<file path="src/rtl/prt_dp_pm_pkg.sv">
// Shared definitions for the PM local-bus blocks: bus widths, mutex
// register map and the mutex client state encoding.
package prt_dp_pm_pkg;

    localparam int P_LB_ADR_W    = 8;
    localparam int P_LB_DAT_W    = 32;
    localparam int P_MUTEX_WIDTH = 4;

    localparam logic [P_LB_ADR_W-1:0] P_MUTEX_ADR_CTL = 8'd0;
    localparam logic [P_LB_ADR_W-1:0] P_MUTEX_ADR_SET = 8'd1;
    localparam logic [P_LB_ADR_W-1:0] P_MUTEX_ADR_CLR = 8'd2;

    typedef enum logic [2:0] {
        ST_IDLE,
        ST_SET,
        ST_RD,
        ST_WAIT,
        ST_BACKOFF,
        ST_OWN,
        ST_CLR,
        ST_ERR
    } mutex_state_t;

    // One-hot pattern of the mutex bit owned by client id.
    function automatic logic [P_MUTEX_WIDTH-1:0] mutex_mask(input int id);
        return P_MUTEX_WIDTH'(1) << id;
    endfunction

endpackage

</file>
<file path="src/rtl/prt_dp_lb_if.sv">
// PM local bus: the initiator drives address, strobes and write data;
// the responder returns read data qualified by vld.
interface prt_dp_lb_if;
    import prt_dp_pm_pkg::*;

    logic [P_LB_ADR_W-1:0] adr;
    logic                  wr;
    logic                  rd;
    logic [P_LB_DAT_W-1:0] din;
    logic [P_LB_DAT_W-1:0] dout;
    logic                  vld;

    modport lb_out (output adr, wr, rd, din, input dout, vld);
    modport lb_in  (input adr, wr, rd, din, output dout, vld);

endinterface

</file>
<file path="src/rtl/prt_dp_pm_cnt.sv">
// Saturating down-counter: load to P_MAX, count down while enabled,
// stop at zero. Used for the backoff and read-timeout windows.
module prt_dp_pm_cnt #(
    parameter int P_MAX = 1
) (
    input  logic CLK_IN,
    input  logic RST_IN,
    input  logic i_load,
    input  logic i_en,
    output logic o_zero
);

    localparam int LP_W = (P_MAX < 1) ? 1 : $clog2(P_MAX + 1);

    logic [LP_W-1:0] r_cnt;

    // Load has priority over counting; counting holds at zero.
    // NOTE: sequential state is written with non-blocking assignments only.
    always_ff @(posedge CLK_IN or posedge RST_IN) begin
        if (RST_IN) begin
            r_cnt <= '0;
        end else if (i_load) begin
            r_cnt <= LP_W'(P_MAX);
        end else if (i_en && (r_cnt != '0)) begin
            r_cnt <= r_cnt - LP_W'(1);
        end
    end

    assign o_zero = (r_cnt == '0);

endmodule

</file>
<file path="src/rtl/prt_dp_pm_mutex_client.sv">
// PM mutex client: acquires bit P_ID of the mutex peripheral over the
// local bus (set, read back, back off on contention) and releases it with
// a clear write when the agent is done.
module prt_dp_pm_mutex_client
    import prt_dp_pm_pkg::*;
#(
    parameter int P_ID      = 0,
    parameter int P_BACKOFF = 16,
    parameter int P_TIMEOUT = 8,
    parameter int P_RETRY   = 255
) (
    input  logic             CLK_IN,
    input  logic             RST_IN,
    prt_dp_lb_if.lb_out      LB_IF,
    input  logic             ACQ_IN,
    input  logic             REL_IN,
    output logic             GNT_OUT,
    output logic             BUSY_OUT,
    output logic             ERR_OUT
);

    localparam logic [P_MUTEX_WIDTH-1:0] LP_MASK    = mutex_mask(P_ID);
    localparam logic [P_LB_DAT_W-1:0]    LP_WR_DATA = P_LB_DAT_W'(LP_MASK);
    localparam logic [7:0]               LP_RETRY   = 8'(P_RETRY);

    mutex_state_t          r_state;
    mutex_state_t          w_next;
    logic [P_LB_ADR_W-1:0] r_adr;
    logic [P_LB_ADR_W-1:0] w_adr;
    logic [P_LB_DAT_W-1:0] r_din;
    logic [P_LB_DAT_W-1:0] w_din;
    logic [7:0]            r_retry;
    logic                  w_wr;
    logic                  w_rd;
    logic                  w_owner;
    logic                  w_retry_hit;
    logic                  w_retry_clr;
    logic                  w_retry_inc;
    logic                  w_to_load;
    logic                  w_to_en;
    logic                  w_to_zero;
    logic                  w_bo_load;
    logic                  w_bo_en;
    logic                  w_bo_zero;
    logic                  w_unused_dout;

    // Sole owner only when no other mutex bit is set alongside ours.
    assign w_owner       = (LB_IF.dout[P_MUTEX_WIDTH-1:0] == LP_MASK);
    assign w_unused_dout = ^LB_IF.dout[P_LB_DAT_W-1:P_MUTEX_WIDTH];
    assign w_retry_hit   = (P_RETRY != 0) && (r_retry == LP_RETRY);

    // Read window: P_TIMEOUT cycles in WAIT after the rd strobe.
    prt_dp_pm_cnt #(.P_MAX(P_TIMEOUT - 1)) u_timeout (
        .CLK_IN (CLK_IN),
        .RST_IN (RST_IN),
        .i_load (w_to_load),
        .i_en   (w_to_en),
        .o_zero (w_to_zero)
    );

    // Backoff window: P_BACKOFF cycles spent in BACKOFF before retrying.
    prt_dp_pm_cnt #(.P_MAX(P_BACKOFF - 1)) u_backoff (
        .CLK_IN (CLK_IN),
        .RST_IN (RST_IN),
        .i_load (w_bo_load),
        .i_en   (w_bo_en),
        .o_zero (w_bo_zero)
    );

    // Next-state, bus strobes and status outputs.
    // NOTE: every signal gets a default before the case so no latch is inferred.
    always_comb begin
        w_next      = r_state;
        w_wr        = 1'b0;
        w_rd        = 1'b0;
        w_adr       = r_adr;
        w_din       = r_din;
        w_to_load   = 1'b0;
        w_to_en     = 1'b0;
        w_bo_load   = 1'b0;
        w_bo_en     = 1'b0;
        w_retry_clr = 1'b0;
        w_retry_inc = 1'b0;
        GNT_OUT     = 1'b0;
        BUSY_OUT    = 1'b1;
        ERR_OUT     = 1'b0;
        case (r_state)
            ST_IDLE: begin
                BUSY_OUT = 1'b0;
                if (ACQ_IN) begin
                    w_next      = ST_SET;
                    w_retry_clr = 1'b1;
                end
            end
            ST_SET: begin
                w_wr   = 1'b1;
                w_adr  = P_MUTEX_ADR_SET;
                w_din  = LP_WR_DATA;
                w_next = ST_RD;
            end
            ST_RD: begin
                w_rd      = 1'b1;
                w_adr     = P_MUTEX_ADR_SET;
                w_to_load = 1'b1;
                w_next    = ST_WAIT;
            end
            ST_WAIT: begin
                if (LB_IF.vld) begin
                    if (w_owner) begin
                        // Agent gave up mid-attempt: hand the bit straight back.
                        w_next = ACQ_IN ? ST_OWN : ST_CLR;
                    end else begin
                        w_next      = ST_BACKOFF;
                        w_retry_inc = 1'b1;
                        w_bo_load   = 1'b1;
                    end
                end else if (w_to_zero) begin
                    w_next = ST_ERR;
                end else begin
                    w_to_en = 1'b1;
                end
            end
            ST_BACKOFF: begin
                if (w_retry_hit) begin
                    w_next = ST_ERR;
                end else if (w_bo_zero) begin
                    // No point retrying once the agent has withdrawn its request.
                    w_next = ACQ_IN ? ST_SET : ST_IDLE;
                end else begin
                    w_bo_en = 1'b1;
                end
            end
            ST_OWN: begin
                BUSY_OUT = 1'b0;
                GNT_OUT  = 1'b1;
                if (REL_IN) begin
                    w_next = ST_CLR;
                end
            end
            ST_CLR: begin
                w_wr   = 1'b1;
                w_adr  = P_MUTEX_ADR_CLR;
                w_din  = LP_WR_DATA;
                w_next = ST_IDLE;
            end
            ST_ERR: begin
                ERR_OUT = 1'b1;
                if (!ACQ_IN) begin
                    w_next = ST_IDLE;
                end
            end
            default: begin
                w_next = ST_IDLE;
            end
        endcase
    end

    // State register; address and write data are held between strobes.
    always_ff @(posedge CLK_IN or posedge RST_IN) begin
        if (RST_IN) begin
            r_state <= ST_IDLE;
            r_adr   <= '0;
            r_din   <= '0;
        end else begin
            r_state <= w_next;
            r_adr   <= w_adr;
            r_din   <= w_din;
        end
    end

    // Failed-attempt counter for the current acquire, saturating at 255.
    always_ff @(posedge CLK_IN or posedge RST_IN) begin
        if (RST_IN) begin
            r_retry <= '0;
        end else if (w_retry_clr) begin
            r_retry <= '0;
        end else if (w_retry_inc && (r_retry != 8'hFF)) begin
            r_retry <= r_retry + 8'd1;
        end
    end

    assign LB_IF.adr = w_adr;
    assign LB_IF.din = w_din;
    assign LB_IF.wr  = w_wr;
    assign LB_IF.rd  = w_rd;

endmodule

</file>
<file path="src/flat_wrapper.sv">
// flat-port wrapper written by rule: the top's interface ports become plain ports
module prt_dp_pm_mutex_client_flat import prt_dp_pm_pkg::*;
#(
    parameter int P_ID      = 0,
    parameter int P_BACKOFF = 16,
    parameter int P_TIMEOUT = 8,
    parameter int P_RETRY   = 255
)
  (CLK_IN, RST_IN, ACQ_IN, REL_IN, GNT_OUT, BUSY_OUT, ERR_OUT, LB_IF_adr, LB_IF_wr, LB_IF_rd, LB_IF_din, LB_IF_dout, LB_IF_vld);
  prt_dp_lb_if LB_IF_i ();
  input  logic CLK_IN;
  input  logic RST_IN;
  input  logic ACQ_IN;
  input  logic REL_IN;
  output logic GNT_OUT;
  output logic BUSY_OUT;
  output logic ERR_OUT;
  output wire logic [$bits(LB_IF_i.adr)-1:0] LB_IF_adr;
  output wire logic [$bits(LB_IF_i.wr)-1:0] LB_IF_wr;
  output wire logic [$bits(LB_IF_i.rd)-1:0] LB_IF_rd;
  output wire logic [$bits(LB_IF_i.din)-1:0] LB_IF_din;
  input wire logic [$bits(LB_IF_i.dout)-1:0] LB_IF_dout;
  input wire logic [$bits(LB_IF_i.vld)-1:0] LB_IF_vld;
  assign LB_IF_adr = LB_IF_i.adr;
  assign LB_IF_wr = LB_IF_i.wr;
  assign LB_IF_rd = LB_IF_i.rd;
  assign LB_IF_din = LB_IF_i.din;
  assign LB_IF_i.dout = LB_IF_dout;
  assign LB_IF_i.vld = LB_IF_vld;
  prt_dp_pm_mutex_client #(.P_ID(P_ID), .P_BACKOFF(P_BACKOFF), .P_TIMEOUT(P_TIMEOUT), .P_RETRY(P_RETRY)) u_core (.CLK_IN(CLK_IN), .RST_IN(RST_IN), .LB_IF(LB_IF_i), .ACQ_IN(ACQ_IN), .REL_IN(REL_IN), .GNT_OUT(GNT_OUT), .BUSY_OUT(BUSY_OUT), .ERR_OUT(ERR_OUT));
endmodule
</file>
<file path="config.mk">
export PLATFORM = sky130hd
export DESIGN_NAME = prt_dp_pm_mutex_client_flat
export DESIGN_NICKNAME = d
export VERILOG_FILES = /design/src/rtl/prt_dp_pm_pkg.sv /design/src/rtl/prt_dp_lb_if.sv /design/src/rtl/prt_dp_pm_cnt.sv /design/src/rtl/prt_dp_pm_mutex_client.sv /design/src/flat_wrapper.sv
export SDC_FILE = /design/constraint.sdc
export NUM_CORES = 1
export LEC_CHECK = 0
export BUFFER_PORTS_ARGS = -buffer_cell sky130_fd_sc_hd__clkbuf_2
export CAP_MARGIN = 40
export CORE_MARGIN = 2
export CORE_UTILIZATION = 49
export CTS_BUF_LIST = sky130_fd_sc_hd__clkbuf_2 sky130_fd_sc_hd__clkbuf_4 sky130_fd_sc_hd__clkbuf_8
export DETAILED_ROUTE_END_ITERATION = 12
export GPL_TIMING_DRIVEN = 0
export PLACE_DENSITY = 0.86
export SLEW_MARGIN = 20
export SYNTH_ARGS = -nofsm -noshare
export SYNTH_HDL_FRONTEND = slang
export SYNTH_HIERARCHICAL = 1
export SYNTH_SLANG_ARGS = --single-unit
export TNS_END_PERCENT = 50
</file>
<file path="constraint.sdc">
create_clock -name CLK_IN -period 2.5 [get_ports CLK_IN]
set_input_delay 0.375 -clock CLK_IN [delete_from_list [all_inputs] [get_ports CLK_IN]]
set_output_delay 0.375 -clock CLK_IN [all_outputs]
set_load 0.005 [all_outputs]
</file>
Word-level counts from Yosys, hierarchy flattened
Cells that the tools add are included.
{"block": "totals", "regBits": 58, "latchBits": 0, "mem_bits_rw": 0, "romBits": 0, "input_bits": 37, "elab_cells": 74, "memories": 0}
{"block": "classes", "n_addsub": 3, "n_mul": 0, "div": 0, "magnitude_cmp": 0, "eq_ne": 15, "shifts": 0, "muxes": 35, "bitwise_logic": 0, "n_reduce_logical": 15}
{"operator": "$mux 32", "count": 1}
{"operator": "$mux 3", "count": 10}
{"operator": "$pmux 3 s8", "count": 1}
{"operator": "$mux 1", "count": 17}
{"operator": "$mux 8", "count": 2}
{"operator": "$pmux 8 s2", "count": 1}
{"operator": "$eq 3x3->1 const B", "count": 4}
{"operator": "$add 8x1->8 const B", "count": 1}
{"operator": "$eq 8x8->1 const B", "count": 1}
{"operator": "$mux 4", "count": 2}
{"operator": "$ne 8x8->1 const B", "count": 1}
{"operator": "$eq 3x2->1 const B", "count": 2}
{"operator": "$logic_not 3->1", "count": 2}
{"operator": "$ne 2x2->1 const B", "count": 3}
{"operator": "$reduce_bool 2->1", "count": 3}
{"operator": "$reduce_or 2->1", "count": 3}
{"operator": "$reduce_and 5->1", "count": 1}
{"operator": "$eq 4x1->1 const B", "count": 1}
{"operator": "$logic_not 4->1", "count": 1}
{"operator": "$reduce_bool 4->1", "count": 1}
{"operator": "$sub 4x1->4 const B", "count": 1}
{"operator": "$eq 3x1->1 const B", "count": 1}
{"operator": "$logic_and 1x1->1", "count": 3}
{"operator": "$ne 3x2->1 const B", "count": 1}
{"operator": "4 further kinds", "count": 4}

Logic depth before layout (Yosys ltp)
{"block": "depth", "ltp_word": 7, "ltp_mapped": 8}

Hierarchy
The synthesis kept the hierarchy.
{"module": "prt_dp_pm_mutex_client", "n_inst": 1, "cells_per_inst": 179, "area_per_inst_um2": 2077.0, "seq_area_each_um2": 1276.2}
{"module": "prt_dp_pm_cnt at u_core.u_backoff", "n_inst": 1, "cells_per_inst": 22, "area_per_inst_um2": 222.7, "seq_area_each_um2": 100.1}
{"module": "prt_dp_pm_cnt at u_core.u_timeout", "n_inst": 1, "cells_per_inst": 18, "area_per_inst_um2": 187.7, "seq_area_each_um2": 75.1}

Worst setup path before layout
No wires, ideal clock.
{"block": "synth_path", "kind": "reg2reg", "startpoint": "register u_core.u_backoff.r_cnt[0]", "endpoint": "register u_core.u_backoff.r_cnt[3]", "setup_time_ns": 0.124, "arrival_time_ns": 1.901, "t_required_ns": 2.376, "slack_ns": 0.475, "path_stages_with_launch": 8, "n_path_buf": 0, "path_cell_list": "dfrtp_1 -> inv_1 -> ha_1 -> nor3b_1 -> nor3_1 -> and2_1 -> or4b_4 -> a211o_1"}
{"block": "synth_between", "elab_chain_len": 6, "elab_cells_between_ends": 10, "cone_classes": "add/sub (1); mux (5); reduce/logical (4)"}
{"item": "from (decl)", "line": "prt_dp_pm_cnt.sv:15", "text": "logic [LP_W-1:0] r_cnt;"}
{"item": "from (signal assigned)", "line": "prt_dp_pm_cnt.sv:23", "text": "r_cnt <= LP_W'(P_MAX);"}
{"item": "from (signal assigned)", "line": "prt_dp_pm_cnt.sv:25", "text": "r_cnt <= r_cnt - LP_W'(1);"}
{"item": "$logic_not 4->1", "line": "prt_dp_pm_cnt.sv:29", "text": "assign o_zero = (r_cnt == '0);"}
{"item": "named net u_core.w_bo_zero", "line": "prt_dp_pm_mutex_client.sv:44", "text": "logic w_bo_zero;"}
{"item": "$mux 1", "line": "prt_dp_pm_mutex_client.sv:126", "text": "end else if (w_bo_zero) begin"}
{"item": "$mux 1", "line": "prt_dp_pm_mutex_client.sv:124", "text": "if (w_retry_hit) begin"}
{"item": "$mux 1", "line": "prt_dp_pm_mutex_client.sv:87", "text": "case (r_state)"}
{"item": "named net u_core.w_bo_en", "line": "prt_dp_pm_mutex_client.sv:43", "text": "logic w_bo_en;"}
{"item": "$logic_and 1x1->1", "line": "prt_dp_pm_cnt.sv:24", "text": "end else if (i_en && (r_cnt != '0)) begin"}
{"item": "$reduce_bool 2->1 (no line)"}
The timed path passes the listed nets, and every way through them passes these cells. The select of a mux whose other input is x is not followed.
A chain may end at the register's enable or synchronous reset.

Worst setup path after layout
{"block": "layout_path", "startpoint": "register u_core.r_state[2]", "endpoint": "output LB_IF_din[28]"}
{"block": "layout_between", "elab_chain_len": 3, "elab_cells_between_ends": 4, "cone_classes": "eq/ne (2); mux (1); reduce/logical (1)"}
{"item": "from (decl)", "line": "prt_dp_pm_mutex_client.sv:26", "text": "mutex_state_t r_state;"}
{"item": "from (signal assigned)", "line": "prt_dp_pm_mutex_client.sv:165", "text": "r_state <= w_next;"}
{"item": "$eq 3x1->1 or $eq 3x3->1 (tied branches)", "line": "prt_dp_pm_mutex_client.sv:87"}
{"item": "$reduce_or 2->1 (no line) *"}
{"item": "$mux 32 *", "line": "prt_dp_pm_mutex_client.sv:87"}
{"item": "to (decl)", "line": "flat_wrapper.sv:21", "text": "output wire logic [$bits(LB_IF_i.din)-1:0] LB_IF_din;"}
Every way passes the cells marked *; elsewhere a longest branch is shown, timed or not.

==> summary.txt <==
Detailed routing
  – Vias/cell: 5.03
  – Total Wirelength: 4660 um
  – Post-route ant nets: 0
  – WL met3: between 300 and 400 um
  – WL/cell: between 10 and 15 um
  – DRC viols: 0
  – Met2 routed WL: about 2100 um
  – Drt pass-1 iters: 4
  – Met1 wire length: roughly 2100 um
  – Via count: approximately 1.8k
  – Uppermost routed layer: met4
  – DRT iter0 DRCs: about 140

Synth
  – Top cells by area, synth: dfrtp_1, and2_1, nor2_1
  – Syn Nets: 260
  – EDFF count, synth: 0
  – Post-synth top cells: dfrtp_1, and2_1, nor2_1
  – Post-synth ARST share: 100%
  – Syn Std Cell Area: 0.00249 mm^2
  – Top-area cell type share of the netlist area: a little under 60%
  – Most numerous cell in the Yosys netlist: dfrtp_1
  – Gate count of the mapped netlist: 219
  – Syn avg cell area: about 11 um^2
  – Post-synth top area cell: dfrtp_1
  – Netlist cell types: 47
  – Main flop type after synthesis: dfrtp_1
  – Register area share after synthesis: between 50 and 60%
  – Ys Warns: 6
  – Flops & latches, synth: 58

Worst setup path
  – Worst Path Class, Setup: flop to output pin
  – Worst EP required: 2120 ps
  – Critical-path cell list: clkbuf_2 > a22oi_2 > clkbuf_1 > and2_1 > clkbuf_2
  – Worst Path Max Fanout: 10
  – WP data arrival: between 1500 and 2000 ps
  – Crit path top cell by count: clkbuf_2
  – Startpoint type of the worst setup path: flop
  – CP max-delay cell: dfrtp_1
  – Worst Reg-to-Reg Cells: 7
  – CP peak stage delay: about 470 ps
  – Crit end category: output pin

Clock tree
  – Clock Path Buffers: 2
  – CTS tree: yes
  – Clock H-tree levels: 3
  – Clock sink total: 58
  – Clk Latency, worst-skew pair: 330 ps
  – Clock-pin slew on the worst setup and hold paths: 60 ps
  – CTS buffer count: 9
  – Root buffer cell: clkbuf_8

Global route
  – Total gr overflow: 0
  – Antenna violations before repair: 0
  – Total track usage: a little under a fifth
  – Vias in the first global route: ~1.8k
  – First-pass GRT wire length: between 7000 and 8000 um
  – Largest net degree at the start of global routing: 32

Pwr
  – Power Dens Cells: 897 mW/mm^2
  – Static Leakage: roughly 1.6 nW
  – Total power: between 0.002 and 0.003 W
  – Worst vdd ir: between 0.4 and 0.5 mV

STA
  – Max-slew headroom: approximately 50%
  – Tmin final: between 2000 and 2500 ps
  – Worst hold margin: approximately 470 ps
  – Worst slew pin tran: around 740 ps
  – Period utilisation layout: 94.6%
  – TNS Setup: 0 ps
  – Final setup viols: 0
  – Fin. max-slew vios: 0
  – Worst Skew: between 9 and 10 ps
  – Fmax: approximately 420 MHz
  – Final hold violation count: 0
  – Unrepaired setup endpoints after global routing: no

Placed design
  – GPL Wtd Cong: 0.779
  – Port Buffers: 53
  – Dpl cell area: between 0.002 and 0.003 mm^2
  – HPWL after DPL: 3350 um

Flow run
  – Max-cap violations: 0

Layout
  – Util after Layout: between 60 and 70%
  – Ant. Diodes: 0
  – Fin nets: between 300 and 400
  – Area growth syn-to-layout: 23.4%
  – Design Area, Final: ~0.0031 mm^2
  – Layout cells sized above 1: roughly 30%

Floorplanning
  – Rows: 25
  – Core ar.: 0.00482 mm^2
  – I/O pin count: 82
  – Initial core utilization: between 50% and 60%
  – Die X: about 75 um
  – Die height: between 70 and 80 um
  – Die area: about 0.0057 mm^2

Min path
  – Min-delay worst type: input pin to async pin

Run status
  – Run status: complete, no violations
-- cell type report --
class	instances	area (um^2)
plain buffers	7	36.3
clock buffers	12	153
clock inverters	3	40.0
fillers	401	1750
inverters	14	52.6
multi-input cells	140	957
flip-flops and latches	58	1450
well taps	67	83.8
repair buffers	55	295
-- metal layers --
metal  vias up  global-route usage, %
li1        872                      -
met1       846                   25.6
met2        66                   27.6
met3         8                   7.63
met4         0                   6.82
met5         -                      0
-- placed cells by master (no fill, tap or decap), drive strengths merged, types with 4 or more instances in the layout --
cell,instances
and2,39
dfrtp,58
nor3,5
nor2,19
ha,4
a21oi,7
nand2,8
xnor2,5
inv,14
o21ai,8
clkbuf,71
-- metrics by stage --
stage / instances / worst slack [ps]
detailed placement: 340 / 271
global route: 356 / 8.63
CTS: 356 / 30.9
floorplan: 219 / 475
global placement: 339 / 293
finish: 356 / 134
-- critical path, delay by kind of cell (launching register included) --
| family | cells | cell delay [ps] |
|---|---|---|
| flops | 1 | 470 |
| simple gates | 1 | 210 |
| buf+inv | 3 | 660 |
| compound gates | 1 | 320 |
-- worst paths after layout --
path	from	endpoint	slack [ps]
setup / recovery	u_core/r_state[2]	LB_IF_din[28]	130
hold / removal	RST_IN	u_core/u_timeout/r_cnt[2]	470
setup reg to reg	u_core/u_backoff/r_cnt[0]	u_core/u_backoff/r_cnt[3]	310
hold reg to reg	u_core/r_din[30]	u_core/r_din[30]	480
max in group asynchronous	RST_IN	u_core/r_retry[3]	1350
min in group CLK_IN	u_core/r_din[30]	u_core/r_din[30]	480
-- kinds of logic (layout without fill, tap and decap cells) --
family | Yosys count | in the layout | share of synthesized area [%]
AOI/OAI and AO/OA | 30 | 30 | 8.65
buffers and inverters | 21 | 91 | 3.47
and+or+nand+nor | 96 | 96 | 23.7
xor gates and xnor gates | 6 | 6 | 2.11
muxes | 4 | 4 | 1.66
DFF | 58 | 58 | 58.4
adders and majority gates | 4 | 4 | 2.01
-- flip-flops by register name, indices dropped and copies added, names as in the netlist --
name	flops
u_core/r_din	32
u_core/r_state	3
u_core/r_adr	8
u_core/u_backoff/r_cnt	4
u_core/u_timeout/r_cnt	3
u_core/r_retry	8
-- repair_timing --
action                     CTS  global route
setup buffers                0             0
cloned                       0             0
pin swaps                    0             0
hold buffers                 1             0
hold endpoints to repair     7             0
setup endpoints to repair   29            31
gates resized for setup      1             5
-- power by group --
group          total [W]  internal [W]  switching (W)
Clock           0.000831      0.000500       0.000331
Sequential       0.00113       0.00104      0.0000907
Combinational   0.000796      0.000319       0.000477
Note: power is estimated with default switching activity, not from simulation.
